`src/rtl/strobe_interval_meter.sv`:
```
// strobe_interval_meter: counts enable ticks between strobe_in pulses and reports each interval through a valid/ready register
module strobe_interval_meter #(
  parameter int WIDTH = 32
) (
  input  logic             clk,
  input  logic             rst,
  input  logic             enable,
  input  logic             strobe_in,
  input  logic             out_ready,
  output logic [WIDTH-1:0] interval,
  output logic             out_valid,
  output logic             overflow,
  output logic             dropped,
  output logic             armed
);
  typedef enum logic [1:0] {IDLE, MEASURE, SAT} state_t;
  state_t           r_state;
  logic [WIDTH-1:0] r_count;
  logic             w_tick_ovf;
  logic             w_cap;
  logic [WIDTH-1:0] w_sum;
  assign w_tick_ovf = (&r_count) && enable;
  assign w_sum      = w_tick_ovf ? r_count : r_count + WIDTH'(enable);
  assign w_cap      = strobe_in && (r_state != IDLE);
  always_ff @(posedge clk) begin
    if (rst) begin
      r_state   <= IDLE;
      r_count   <= '0;
      interval  <= '0;
      out_valid <= 1'b0;
      overflow  <= 1'b0;
      dropped   <= 1'b0;
      armed     <= 1'b0;
    end else begin
      if (strobe_in) begin
        r_state <= MEASURE;
        r_count <= '0;
        armed   <= 1'b1;
      end else if (r_state == MEASURE) begin
        r_state <= w_tick_ovf ? SAT : MEASURE;
        r_count <= w_sum;
      end
      // the tick of the strobe cycle itself belongs to the window being closed
      if (w_cap) begin
        interval  <= w_sum;
        overflow  <= (r_state == SAT) || w_tick_ovf;
        dropped   <= out_valid && !out_ready;
        out_valid <= 1'b1;
      end else if (out_valid && out_ready) begin
        out_valid <= 1'b0;
      end
    end
  end
endmodule

```
`config.mk`:
```
export PLATFORM = sky130hd
export DESIGN_NAME = strobe_interval_meter
export DESIGN_NICKNAME = d
export VERILOG_FILES = /design/src/rtl/strobe_interval_meter.sv
export SDC_FILE = /design/constraint.sdc
export NUM_CORES = 1
export LEC_CHECK = 0
export ABC_AREA = 0
export ABC_CLOCK_PERIOD_IN_PS = 2090
export BUFFER_PORTS_ARGS = -buffer_cell sky130_fd_sc_hd__buf_2
export CELL_PAD_IN_SITES_DETAIL_PLACEMENT = 1
export CELL_PAD_IN_SITES_GLOBAL_PLACEMENT = 1
export CORE_MARGIN = 2
export CORE_UTILIZATION = 39
export DETAILED_ROUTE_END_ITERATION = 16
export PLACE_DENSITY = 0.77
export SLEW_MARGIN = 20
export SYNTH_ARGS = -nofsm -noshare
export SYNTH_HDL_FRONTEND = slang
export SYNTH_SLANG_ARGS = --single-unit
```
`constraint.sdc`:
```
create_clock -name clk -period 2.09 [get_ports clk]
set_clock_uncertainty 0.1 [all_clocks]
set_input_delay 0.1045 -clock clk [delete_from_list [all_inputs] [get_ports clk]]
set_output_delay 0.1045 -clock clk [all_outputs]
set_load 0.03 [all_outputs]
```
==> results.yml <==
outcome:
  status: "finished, violations left"
  violations: "setup timing"
logic_synthesis:
  yosysSeqAreaShare_pct: 38.9
  synthArstFlopShare_pct: 0
  avgSynthCellArea_sq_um: 8.18
  synthCells: 441
  ys_ff_latch: 70
  synth.cell_area_sq_um: 3610
  ys.flop_type: "dfxtp_1"
  yosysWarningCount: 0
  synthesis.nets: 448
  ys_types: 52
  synth_edf_count: 0
cells_and_area:
  final_area_sq_um: 5190
  final_cells: 669
  fill_cells: 1080
  diodes: 0
  drive_gt1_share_pct: 40.5
  ff_latch_area_sq_um: 1430
  fin_util_pct: 56.9
  multiInputGateArea_sq_um: 2390
  nets: 561
  area_growth_pct: 43.8
routing:
  drc: 0
  drtPass1Iterations: 5
  drt-initial-drc-count: 272
  wl_met1_um: 6390
  met2_length_um: 7580
  top_layer: "met4"
  vias: 4266
  wl_per_cell_um: 22.9
  postRouteAntennaNets: 0
  wl_met3_um: 781
  drt-total-wl_um: 15300
  drt-vias-per-instance: 6.38
floorplanning:
  fp.dieH_um: 100
  fp-row-count: 35
  io_pins: 41
  die_x_um: 100
  core_area_sq_um: 9110
  dieArea_sq_um: 10000
  start_util_pct: 39.6
placement:
  dpl_cell_area_sq_um: 4450
  dp_hpwl_um: 8580
  placed_cells: 635
  port_buffers: 40
  place_congestion: 0.873
timing:
  fmax_mhz: 442
  hold_violations: 0
  rsz0062_at_grt: "true"
  finalSetupTns_ps: -4450
  setup_viol: 55
  worst_pin_slew_ps: 464
  setup_slack_ps: -172
  fin_crit_ps: 2260
  slew_violations: 0
  slew_headroom_pct: 68.6
  timing.final.crit_share_pct: 108
flow_run:
  maxCapViolCount: 0
setup_path:
  startpoint_type: "flip-flop"
  crit_fanout: 7
  crit_required_ps: 2270
  cp-end-kind: "flip-flop"
  critPathArrivalTime_ps: 2440
  path_class: "flip-flop to flip-flop"
power:
  leakage_nw: 1.86
  p_total_w: 0.00285
  cellPowerDensity_nw_per_um2: 549
  ir_worst_vdd_mv: 0.279
global_route:
  antenna_found_initial: 0
  grt_pass1_wl_um: 21000
  grt_pass1_vias: 4049
  overflow: 0
  grt_max_degree: 35
  grt_use_total_pct: 26.8
clocking:
  path_clk_slew_ps: 80
  clk_latency_ps: 370
  htreeDepth: 3
  cts_tree: "done"
  root_buffer: "clkbuf_8"
  cts_buffers: 9
  clockBufferDepth: 2
  cts.sinks: 70
worst_hold_path:
  hp-class: "input pin to flip-flop"
worst max-delay path, cell delays in order (launching register included):
cell,delay [ps]
dfxtp_1,450
nand3_4,180
buf_4,180
nor3_1,220
buf_4,200
and4bb_4,280
buf_6,130
o21ai_1,120
a311oi_2,310
cell usage after synthesis (all sizes together), types with 2 or more instances:
cell type / n / area share [%]
dfxtp: 70 / 39
nor2: 43 / 4.5
o21ai: 40 / 5.6
or3: 37 / 6.4
a21oi: 33 / 4.6
nand2: 29 / 3.0
clkbuf: 22 / 2.3
a311oi: 18 / 4.4
nand4: 16 / 3.2
nand3: 14 / 2.1
nor3: 14 / 2.3
nor4: 12 / 2.5
buf: 11 / 1.9
or4: 10 / 2.2
a211oi: 6 / 1.5
and3: 6 / 1.0
and4: 6 / 1.5
o31ai: 6 / 1.4
and2: 5 / 0.87
o211ai: 5 / 1.2
or2: 4 / 0.69
a2111oi: 3 / 1.2
a31oi: 3 / 0.52
inv: 3 / 0.31
nor3b: 3 / 0.62
o2111ai: 3 / 0.73
o311ai: 3 / 0.73
xnor2: 3 / 0.73
ha: 2 / 0.69
nand2b: 2 / 0.35
nand3b: 2 / 0.42
o221a: 2 / 0.62
stage by stage:
step	worst slack, ps	hold slack [ps]
floorplan	-16.5	120
global placement	-109	294
detailed placement	-204	318
CTS	-82.2	94.8
global route	-213	165
finish	-172	136
final timing paths:
| check | from | end | slack [ps] | cells past startpoint |
|---|---|---|---|---|
| hold reg to reg | dropped | dropped | 360 | 2 |
| hold / removal | rst | interval[5] | 140 | 3 |
| setup / recovery | r_count[9] | interval[10] | -170 | 8 |
| setup reg to reg | r_count[9] | interval[10] | -170 | 8 |
routing by layer:
layer / up-vias / global-route usage [%]
met5: - / 0
met4: 0 / 12.2
met3: 48 / 4.11
met2: 177 / 45.2
met1: 2134 / 33.7
li1: 1907 / -
cell families (layout without fill, tap and decap cells):
group | after synthesis | count (layout) | synth area share [%]
and+or+nand+nor | 206 | 206 | 32.3
AOI/OAI and AO/OA | 123 | 123 | 22.7
DFF | 70 | 70 | 38.9
buffers and inverters | 36 | 153 | 4.48
xor gates and xnor gates | 4 | 4 | 0.972
adders and majority gates | 2 | 2 | 0.694
where the power goes:
part	switching [W]	internal (W)	leakage, nW
clock network	0.000560	0.000574	0.0952
logic	0.000221	0.000100	1.19
registers	0.0000241	0.00137	0.577
total	0.000806	0.00204	1.86
flip-flops by register name, indices dropped and copies added (netlist names):
signal and count:
r_count 32, armed 1, dropped 1, interval 32
r_state 2, overflow 1, out_valid 1
cell usage in the layout, fill, tap and decap left out, types with 3 or more instances in the layout:
cell type,count
clkbuf_8,10
o21ai_0,14
o21ai_1,21
o21ai_2,5
a211oi_1,3
a311oi_2,8
buf_6,13
or3_1,32
dfxtp_1,56
or4_4,5
nor3b_1,3
nor2_1,42
and3_1,6
nor4_1,9
nor3_1,12
buf_2,40
o31ai_1,4
or4_1,5
buf_12,5
and4_1,4
and2_1,5
or3_4,5
nand2_2,3
inv_1,3
a21oi_1,31
a311oi_1,10
nand3_1,8
nand3_4,4
nand2_1,25
nand4_1,15
buf_4,75
or2_2,3
dfxtp_2,10
a31oi_1,3
o211ai_1,4
dfxtp_4,4
timing repair:
action,CTS,global route
endpoints found under the setup margin,54,64
hold endpoints to repair,3,0
pin swaps,21,33
resized for setup,39,57
hold buffers,2,0
buffers inserted,9,7
cloned,0,1
cell type report:
cell class                 instances  share of cell area, %
multi-input combinational        335                   46.1
sequential                        70                   27.6
timing repair buffer             135                   19.9
clock buffer                      11                   2.73
tap                              111                   2.68
clock inverter                     4                  0.917
inverter                           3                  0.217
No activity file was read; power rests on OpenSTA's default activity.
